**src/rtl/zeta_addr_sched_if.sv**
```systemverilog
// ---------------------------------------------------------------------------
// zeta_addr_sched_if
// Bundle between the polynomial input stream, the zeta address scheduler and
// the zeta_rom / butterfly array.
//   in_valid   : one beat (2 butterflies) of a polynomial enters stage 0
//   in_inv     : 0=NTT, 1=INTT, taken from the first beat of a polynomial
//   rom_addr   : zeta_rom address per [lane][stage]
//   addr_valid : rom_addr[*][s] is a live request this cycle
//   zeta_valid : zeta_rom data for stage s is valid this cycle
//   stage_inv  : mode of the polynomial currently in stage s
//   poly_done  : last beat of a polynomial issued at the final stage
// master = stream source side, slave = scheduler side.
// ---------------------------------------------------------------------------
`ifndef NTT_STAGE_CNT
`define NTT_STAGE_CNT 8
`endif

interface zeta_addr_sched_if #(
    parameter int N = `NTT_STAGE_CNT
);
    logic         in_valid;
    logic         in_inv;
    logic [N-2:0] rom_addr [2][N];
    logic [N-1:0] addr_valid;
    logic [N-1:0] zeta_valid;
    logic [N-1:0] stage_inv;
    logic         poly_done;

    modport master (
        output in_valid, in_inv,
        input  rom_addr, addr_valid, zeta_valid, stage_inv, poly_done
    );

    modport slave (
        input  in_valid, in_inv,
        output rom_addr, addr_valid, zeta_valid, stage_inv, poly_done
    );
endinterface

```
**src/rtl/zeta_addr_sched.sv**
```systemverilog
// ---------------------------------------------------------------------------
// zeta_addr_sched
// Schedules twiddle (zeta) reads for the pipelined NTT/INTT datapath. Every
// beat entering stage 0 is followed through all N butterfly stages; at each
// stage a per-lane zeta_rom address is issued in step with the data, and a
// zeta_valid aligned with the registered ROM output is produced.
// Ports:
//   clk   : system clock
//   rst_n : synchronous reset, active low
//   bus   : zeta_addr_sched_if.slave (in_valid/in_inv in; rom_addr,
//           addr_valid, zeta_valid, stage_inv, poly_done out)
// Parameters:
//   STAGE_LAT : cycles between a beat entering stage s and stage s+1 (>=1)
//   ROM_LAT   : zeta_rom read latency (>=1)
// ---------------------------------------------------------------------------
`ifndef NTT_STAGE_CNT
`define NTT_STAGE_CNT 8
`endif

module zeta_addr_sched #(
    parameter int STAGE_LAT = 2,
    parameter int ROM_LAT   = 1
) (
    input  logic               clk,
    input  logic               rst_n,
    zeta_addr_sched_if.slave   bus
);
    localparam int N   = `NTT_STAGE_CNT;
    localparam int CW  = N - 2;                  // beat counter width
    localparam int AW  = N - 1;                  // address width
    localparam int DLY = (N - 1) * STAGE_LAT;    // stage-0 input to last stage input

    localparam logic [CW-1:0] CNT_ZERO = {CW{1'b0}};
    localparam logic [CW-1:0] CNT_ONE  = {{(CW-1){1'b0}}, 1'b1};
    localparam logic [CW-1:0] CNT_LAST = {CW{1'b1}};
    localparam logic [N-1:0]  ONE_N    = {{(N-1){1'b0}}, 1'b1};

    // Address of lane 'lane' for beat 'cnt' at stage 'stg'. The butterfly
    // index {cnt,lane} shifted down leaves the group number; INTT walks the
    // groups in reverse within the 2^stg entries used by that stage.
    function automatic logic [AW-1:0] zeta_addr(
        input logic [CW-1:0] cnt,
        input logic          lane,
        input int            stg,
        input logic          inv
    );
        logic [N-1:0] bfly;
        logic [N-1:0] grp;
        logic [N-1:0] top;
        logic [N-1:0] res;
        bfly = {1'b0, cnt, lane};
        grp  = bfly >> (N - 1 - stg);
        top  = (ONE_N << stg) - ONE_N;
        if (inv) begin
            res = top - grp;
        end else begin
            res = grp;
        end
        return res[AW-1:0];
    endfunction

    // Beat delay line from stage 0 input: valid plus the polynomial mode that
    // beat belongs to. Stage s taps it at s*STAGE_LAT.
    logic [DLY:1]  dly_v_r;
    logic [DLY:1]  dly_m_r;

    logic [CW-1:0]         cnt_r  [N];
    logic [1:0][AW-1:0]    addr_r [N];
    logic [N-1:0]          av_r;
    logic [N-1:0]          inv_r;
    logic [N-1:0]          zv_r   [ROM_LAT];
    logic                  done_r;

    logic [N-1:0]          stg_v_s;   // beat arriving at stage s this cycle
    logic [N-1:0]          stg_m_s;   // mode carried with that beat
    logic [N-1:0]          eff_m_s;   // mode to use for the beat at stage s

    // Stage input taps and the effective mode: beat 0 takes the incoming
    // mode, later beats keep the one latched on beat 0.
    always_comb begin
        stg_v_s    = '0;
        stg_m_s    = '0;
        eff_m_s    = '0;
        stg_v_s[0] = bus.in_valid;
        stg_m_s[0] = bus.in_inv;
        for (int s = 1; s < N; s++) begin
            stg_v_s[s] = dly_v_r[s*STAGE_LAT];
            stg_m_s[s] = dly_m_r[s*STAGE_LAT];
        end
        for (int s = 0; s < N; s++) begin
            if (cnt_r[s] == CNT_ZERO) begin
                eff_m_s[s] = stg_m_s[s];
            end else begin
                eff_m_s[s] = inv_r[s];
            end
        end
    end

    // Delay line, per-stage counters/addresses/modes, done pulse, ROM pipe.
    always_ff @(posedge clk) begin
        if (!rst_n) begin
            dly_v_r <= '0;
            dly_m_r <= '0;
            av_r    <= '0;
            inv_r   <= '0;
            done_r  <= 1'b0;
            for (int s = 0; s < N; s++) begin
                cnt_r[s]  <= CNT_ZERO;
                addr_r[s] <= '0;
            end
            for (int k = 0; k < ROM_LAT; k++) begin
                zv_r[k] <= '0;
            end
        end else begin
            dly_v_r[1] <= stg_v_s[0];
            dly_m_r[1] <= eff_m_s[0];
            for (int k = 2; k <= DLY; k++) begin
                dly_v_r[k] <= dly_v_r[k-1];
                dly_m_r[k] <= dly_m_r[k-1];
            end
            av_r <= stg_v_s;
            for (int s = 0; s < N; s++) begin
                if (stg_v_s[s]) begin
                    cnt_r[s]     <= cnt_r[s] + CNT_ONE;   // wraps at polynomial boundary
                    inv_r[s]     <= eff_m_s[s];
                    addr_r[s][0] <= zeta_addr(cnt_r[s], 1'b0, s, eff_m_s[s]);
                    addr_r[s][1] <= zeta_addr(cnt_r[s], 1'b1, s, eff_m_s[s]);
                end
            end
            done_r  <= stg_v_s[N-1] && (cnt_r[N-1] == CNT_LAST);
            zv_r[0] <= av_r;
            for (int k = 1; k < ROM_LAT; k++) begin
                zv_r[k] <= zv_r[k-1];
            end
        end
    end

    assign bus.addr_valid = av_r;
    assign bus.zeta_valid = zv_r[ROM_LAT-1];
    assign bus.stage_inv  = inv_r;
    assign bus.poly_done  = done_r;

    for (genvar gs = 0; gs < N; gs++) begin : g_stage
        for (genvar gl = 0; gl < 2; gl++) begin : g_lane
            assign bus.rom_addr[gl][gs] = addr_r[gs][gl];
        end
    end
endmodule

```
**src/flat_wrapper.sv**
```systemverilog
// flat-port wrapper written by rule: the top's interface ports become plain ports
module zeta_addr_sched_flat 
#(
    parameter int STAGE_LAT = 2,
    parameter int ROM_LAT   = 1
)
  (clk, rst_n, bus_in_valid, bus_in_inv, bus_rom_addr, bus_addr_valid, bus_zeta_valid, bus_stage_inv, bus_poly_done);
  zeta_addr_sched_if #(.N((8))) bus_i ();
  input  logic clk;
  input  logic rst_n;
  input wire logic [$bits(bus_i.in_valid)-1:0] bus_in_valid;
  input wire logic [$bits(bus_i.in_inv)-1:0] bus_in_inv;
  output wire logic [$bits(bus_i.rom_addr)-1:0] bus_rom_addr;
  output wire logic [$bits(bus_i.addr_valid)-1:0] bus_addr_valid;
  output wire logic [$bits(bus_i.zeta_valid)-1:0] bus_zeta_valid;
  output wire logic [$bits(bus_i.stage_inv)-1:0] bus_stage_inv;
  output wire logic [$bits(bus_i.poly_done)-1:0] bus_poly_done;
  assign bus_i.in_valid = bus_in_valid;
  assign bus_i.in_inv = bus_in_inv;
  assign bus_rom_addr = {>>{bus_i.rom_addr}};
  assign bus_addr_valid = bus_i.addr_valid;
  assign bus_zeta_valid = bus_i.zeta_valid;
  assign bus_stage_inv = bus_i.stage_inv;
  assign bus_poly_done = bus_i.poly_done;
  zeta_addr_sched #(.STAGE_LAT(STAGE_LAT), .ROM_LAT(ROM_LAT)) u_core (.clk(clk), .rst_n(rst_n), .bus(bus_i));
endmodule
```
**config.mk**
```make
export PLATFORM = sky130hd
export DESIGN_NAME = zeta_addr_sched_flat
export DESIGN_NICKNAME = d
export VERILOG_FILES = /design/src/rtl/zeta_addr_sched_if.sv /design/src/rtl/zeta_addr_sched.sv /design/src/flat_wrapper.sv
export SDC_FILE = /design/constraint.sdc
export NUM_CORES = 1
export LEC_CHECK = 0
export BUFFER_PORTS_ARGS = -buffer_cell sky130_fd_sc_hd__clkbuf_2
export CAP_MARGIN = 15
export CORE_UTILIZATION = 49
export DETAILED_ROUTE_END_ITERATION = 10
export GPL_ROUTABILITY_DRIVEN = 0
export PLACE_DENSITY = 0.87
export SETUP_SLACK_MARGIN = 0.02
export SLEW_MARGIN = 10
export SYNTH_ARGS = -nofsm -noshare
export SYNTH_HDL_FRONTEND = slang
export SYNTH_SLANG_ARGS = --single-unit
```
**constraint.sdc**
```tcl
create_clock -name clk -period 1.9 [get_ports clk]
set_clock_uncertainty 0.15 [all_clocks]
set_input_delay 0.285 -clock clk [delete_from_list [all_inputs] [get_ports clk]]
set_output_delay 0.285 -clock clk [all_outputs]
set_load 0.02 [all_outputs]
```
### Word level (Yosys, flattened, before mapping)

Memory sizes are Yosys's and may differ from the RTL's.
Cells that the tools add are included.
W data, S select, Z words.

* add/sub/neg operators: 16
* multipliers: 0
* divide/modulo/power cells: 0
* magnitude comparators: 0
* equality and inequality tests: 1
* shift-type cells: 0
* mux-type cells: 86
* bitwise operators: 24
* reduce and logical (&&, ||, !) cells: 10

Operator list (number)
* $mux W7: 42
* $add A6 B1 Y6 const B: 8
* $logic_not A6 Y1: 8
* $mux W6: 8
* $mux W1: 35
* $or A1 B1 Y1: 24
* $sub A7 B7 Y7 const A: 2
* $mux W8: 1
* $reduce_or A8 Y1: 1
* $sub A6 B6 Y7 const A: 1
* $eq A6 B6 Y1 const B: 1
* $sub A5 B5 Y6 const A: 1
* $sub A4 B4 Y5 const A: 1
* $sub A3 B3 Y4 const A: 1
* $sub A2 B2 Y3 const A: 1
* $sub A1 B1 Y2 const A: 1
* $logic_and A1 B1 Y1: 1

* register bits after elaboration: 45
* latch bits: 0
* memory bits (writable): 168
* bits in read-only memories: 0
* bits of input ports: 4
* output and inout port bits: 137
* logic and storage cells: 152
* memories: 3

Memory list
* u_core.addr_r: words 8, width 14, read ports 8, clocked after memory_dff 0, wr ports 8, RTL line zeta_addr_sched.sv:68 `logic [1:0][AW-1:0] addr_r [N];`
* u_core.cnt_r: words 8, width 6, read ports 8, clocked after memory_dff 0, wr ports 8, RTL line zeta_addr_sched.sv:67 `logic [CW-1:0] cnt_r [N];`
* u_core.zv_r: words 1, width 8, read ports 1, clocked after memory_dff 0, wr ports 1, RTL line zeta_addr_sched.sv:71 `logic [N-1:0] zv_r [ROM_LAT];`

### Logic depth before layout (Yosys ltp)

An unclocked memory read counts as a cell.

* depth in word-level cells: 7
* depth in mapped cells: 7
* mapped depth without buffers: 6

### Least setup slack after synthesis

OpenSTA, ideal clock, no wires.

* path kind: reg2reg
* start: memory u_core.cnt_r[6][0] (netlist name)
* end: memory u_core.addr_r[1][33] (netlist name), data pin
* setup time: 0.265 ns
* arrival time: 1.437 ns
* data required time: 1.485 ns
* path slack: 0.048 ns
* cell stages (with the launch flop): 8
* path buffers: 1
* period minus slack after synthesis: 1.852 ns
* cell sequence: edfxtp_1 inv_1 ha_1 nand2b_1 or4_1 clkbuf_1 nand4b_1 nand3_1

RTL lines (RTL line)
* start, declared: zeta_addr_sched.sv:67
* end, declared: zeta_addr_sched.sv:68

==> flow_results.xml <==
<?xml version="1.0" encoding="UTF-8"?>
<metrics>
  <group name="status">
    <metric name="status" unit="">completed</metric>
  </group>
  <group name="global_route">
    <metric name="antenna_found_initial" unit="">0</metric>
    <metric name="groute.layer.met2.usage" unit="%">31.7</metric>
    <metric name="grt_remaining_overflow" unit="">0</metric>
    <metric name="globalRouteMet1Util" unit="%">19.2</metric>
    <metric name="global_route_wire_length_before_repair" unit="um">17100</metric>
    <metric name="all_layer_gr_usage" unit="%">17.8</metric>
    <metric name="grt_max_degree" unit="">24</metric>
    <metric name="via_count_of_the_first_global_routing_pass" unit="">3654</metric>
    <metric name="met3_layer_usage_reported_by_global_route" unit="%">4.92</metric>
    <metric name="global_route.peak_usage_layer" unit="">met2</metric>
  </group>
  <group name="finish">
    <metric name="layout_cell_share_with_drive_strength_beyond_1" unit="%">29.5</metric>
    <metric name="final.fill_count" unit="">875</metric>
    <metric name="nets" unit="">661</metric>
    <metric name="diodes" unit="">0</metric>
    <metric name="area_growth_syn_to_layout" unit="%">20.0</metric>
  </group>
  <group name="detailed_routing">
    <metric name="via_total_after_detailed_routing" unit="">4016</metric>
    <metric name="drc_errors" unit="">0</metric>
    <metric name="detail_route.wl_per_cell" unit="um">14.0</metric>
    <metric name="detail-route-antenna-nets" unit="">0</metric>
    <metric name="drt_pass1_iterations" unit="">4</metric>
    <metric name="drt_wl_total" unit="um">11100</metric>
    <metric name="drt_iter0_markers" unit="">169</metric>
    <metric name="avgViaCountPerCell" unit="">5.04</metric>
  </group>
  <group name="die">
    <metric name="num_rows" unit="">39</metric>
    <metric name="chipWidth" unit="um">111</metric>
    <metric name="initial_core_util" unit="%">50.5</metric>
    <metric name="die_height" unit="um">111</metric>
    <metric name="core_region_area" unit="sq mm">0.0115</metric>
    <metric name="io_pins" unit="">141</metric>
    <metric name="fp.dieArea" unit="sq mm">0.0123</metric>
  </group>
  <group name="clock_network">
    <metric name="cts_buffer_depth" unit="">2</metric>
    <metric name="cts_tree" unit="">done</metric>
    <metric name="clkSinkCount" unit="">116</metric>
    <metric name="clk_pin_slew" unit="ps">50</metric>
    <metric name="numCtsBuffers" unit="">17</metric>
    <metric name="insertion_delay" unit="ps">420</metric>
    <metric name="htree_num_levels" unit="">4</metric>
    <metric name="ctsRootBufferMaster" unit="">sky130_fd_sc_hd__clkbuf_16</metric>
  </group>
  <group name="synth">
    <metric name="post_synth_main_area_contributors" unit="">sky130_fd_sc_hd__edfxtp_1 40%, sky130_fd_sc_hd__dfxtp_1 13%, sky130_fd_sc_hd__buf_4 11%, sky130_fd_sc_hd__nor2_1 3.6%, sky130_fd_sc_hd__ha_1 3.5%</metric>
    <metric name="synth_area_leader_cell" unit="">sky130_fd_sc_hd__edfxtp_1</metric>
    <metric name="synthesized_area" unit="sq mm">0.00580</metric>
    <metric name="syn-instance-count" unit="">540</metric>
    <metric name="synthesis.area_per_instance" unit="sq um">10.7</metric>
    <metric name="yosysMostFrequentCell" unit="">sky130_fd_sc_hd__buf_4</metric>
    <metric name="ys_warn_count" unit="">0</metric>
    <metric name="synth_commonest_cells" unit="">83 x sky130_fd_sc_hd__buf_4, 77 x sky130_fd_sc_hd__edfxtp_1, 55 x sky130_fd_sc_hd__nor2_1</metric>
    <metric name="ys_seq_area_share" unit="%">53.4</metric>
    <metric name="ys_async_sr_fraction" unit="%">0</metric>
    <metric name="synth_largest_type_area_fraction" unit="%">39.9</metric>
    <metric name="yosys_most_used_dff" unit="">sky130_fd_sc_hd__edfxtp_1</metric>
    <metric name="synth-edff-count" unit="">77</metric>
    <metric name="synth_cell_types" unit="">45</metric>
    <metric name="synth.ff_latch_count" unit="">116</metric>
  </group>
  <group name="power_and_ir_drop">
    <metric name="p_leak" unit="nW">3.03</metric>
    <metric name="post-layout-total-power" unit="mW">6.69</metric>
    <metric name="p_per_area" unit="mW/mm^2">962</metric>
    <metric name="irDropWorstVdd" unit="V">0.000564</metric>
  </group>
  <group name="timing">
    <metric name="finalCritPeriodShare" unit="%">99.3</metric>
    <metric name="timing.fmax" unit="MHz">530</metric>
    <metric name="final_hold_viol_count" unit="">0</metric>
    <metric name="setup_total_negative_slack" unit="ps">0</metric>
    <metric name="hold_ws" unit="ps">45.2</metric>
    <metric name="post-route-min-period" unit="ps">1890</metric>
    <metric name="timing.final.max_slew_violations" unit="">0</metric>
    <metric name="timing.final.setup_violations" unit="">0</metric>
    <metric name="final_critical_path_setup_slack" unit="ps">13.4</metric>
    <metric name="grt_setup_unrepaired" unit="">true</metric>
  </group>
  <group name="place">
    <metric name="place_ws" unit="ps">-23.6</metric>
    <metric name="port_buffers" unit="">84</metric>
    <metric name="dp.final_hpwl" unit="um">7130</metric>
  </group>
  <group name="worst_setup_path">
    <metric name="cp-start-kind" unit="">register</metric>
    <metric name="critPathArrivalTime" unit="ps">1900</metric>
    <metric name="path_max_fanout" unit="">4</metric>
    <metric name="worstPathRequired" unit="ps">1910</metric>
    <metric name="setup.worst_path.end_class" unit="">register</metric>
    <metric name="crit_type" unit="">register to register</metric>
  </group>
  <group name="run">
    <metric name="timing.max_cap.violations" unit="">0</metric>
  </group>
  <group name="min_path">
    <metric name="worst_hold_path_type" unit="">primary input to register</metric>
  </group>
</metrics>
repair_timing:
action	in CTS	in global routing
pin swaps	3	14
cloned	0	1
gates resized for setup	12	26
hold buffers	1	0
endpoints found under the hold margin	2	0
buffers inserted	3	11
endpoints found under the setup margin	14	24
cell type report:
class	instances	area [sq um]	area share [%]
repair buffers	125	734	10.6
flip-flops and latches	116	3090	44.5
multi-input cells	355	2240	32.2
clock buffers	19	453	6.51
clock inverters	13	155	2.23
inverters	26	97.6	1.40
well taps	143	179	2.57
kinds of logic after synthesis:
logic type | synth area share [%]
adder cells (fa/ha/maj) | 3.45
multiplexers | 0.345
XOR/XNOR | 4.84
AO/OA/AOI/OAI | 5.01
buffers and inverters | 14.0
other | 0.0647
AND/OR/NAND/NOR | 18.9
flip-flops | 53.4
critical path: stages (launching register included):
cell	delay [ps]
sky130_fd_sc_hd__edfxtp_1	390
sky130_fd_sc_hd__inv_2	70
sky130_fd_sc_hd__ha_2	170
sky130_fd_sc_hd__or4b_4	480
sky130_fd_sc_hd__nor2_4	140
sky130_fd_sc_hd__or3b_4	140
sky130_fd_sc_hd__a31oi_2	80
cells in the final DEF, fill, tap and decap left out, types with 16 or more instances in the layout:
| master | count |
|---|---|
| sky130_fd_sc_hd__nor3_1 | 17 |
| sky130_fd_sc_hd__nand2_1 | 20 |
| sky130_fd_sc_hd__inv_1 | 21 |
| sky130_fd_sc_hd__nor2_1 | 55 |
| sky130_fd_sc_hd__xnor2_1 | 16 |
| sky130_fd_sc_hd__buf_4 | 39 |
| sky130_fd_sc_hd__conb_1 | 56 |
| sky130_fd_sc_hd__dfxtp_1 | 39 |
| sky130_fd_sc_hd__xor2_1 | 16 |
| sky130_fd_sc_hd__clkbuf_2 | 84 |
| sky130_fd_sc_hd__edfxtp_1 | 77 |
| sky130_fd_sc_hd__and2_1 | 23 |
| sky130_fd_sc_hd__nand3_1 | 29 |
| sky130_fd_sc_hd__clkbuf_16 | 17 |
flip-flops by register name (all words and copies together) (netlist names):
register and count:
u_core.bus.stage_inv 8, u_core.bus.poly_done 1, u_core.dly_v_r 6, u_core.bus.addr_valid 8, u_core.cnt_r 48, u_core.dly_m_r 14, u_core.addr_r 29, u_core.zv_r 2
power by group:
group	internal [mW]	total, mW	switching [mW]
registers	2.79	2.87	0.0765
clock network	2.12	3.24	1.12
logic	0.194	0.580	0.386
total	5.11	6.69	1.59
metrics by stage:
stage / cells / utilization (%) / area, sq um
3_3_place_gp: 749 / 53.0 / 6080
5_1_grt: 797 / 60.6 / 6950
3_5_place_dp: 749 / 53.0 / 6080
4_1_cts: 785 / 59.0 / 6770
6_report: 797 / 60.6 / 6950
2_1_floorplan: 595 / - / 6000
path summary, 6_finish.rpt:
path / slack (ps) / depth (start not counted) / from / to
setup / recovery: 10 / 6 / u_core.cnt_r[2][0] / u_core.addr_r[0][29]
hold / removal: 50 / 3 / bus_in_valid / u_core.bus.stage_inv[0]
setup reg to reg: 10 / 6 / u_core.cnt_r[2][0] / u_core.addr_r[0][29]
hold reg to reg: 290 / 1 / u_core.dly_m_r[1] / u_core.dly_m_r[2]
metal layers:
| metal | part of all wire (%) | vias up | wire (um) |
|---|---|---|---|
| met3 | 5.2 | 18 | 581 |
| met4 | 2.2 | 0 | 244 |
| met5 | 0 | - | 0 |
| met2 | 53 | 156 | 5940 |
| li1 | - | 1922 | - |
| met1 | 39 | 1920 | 4370 |
Note: power is estimated with default switching activity, not from simulation.
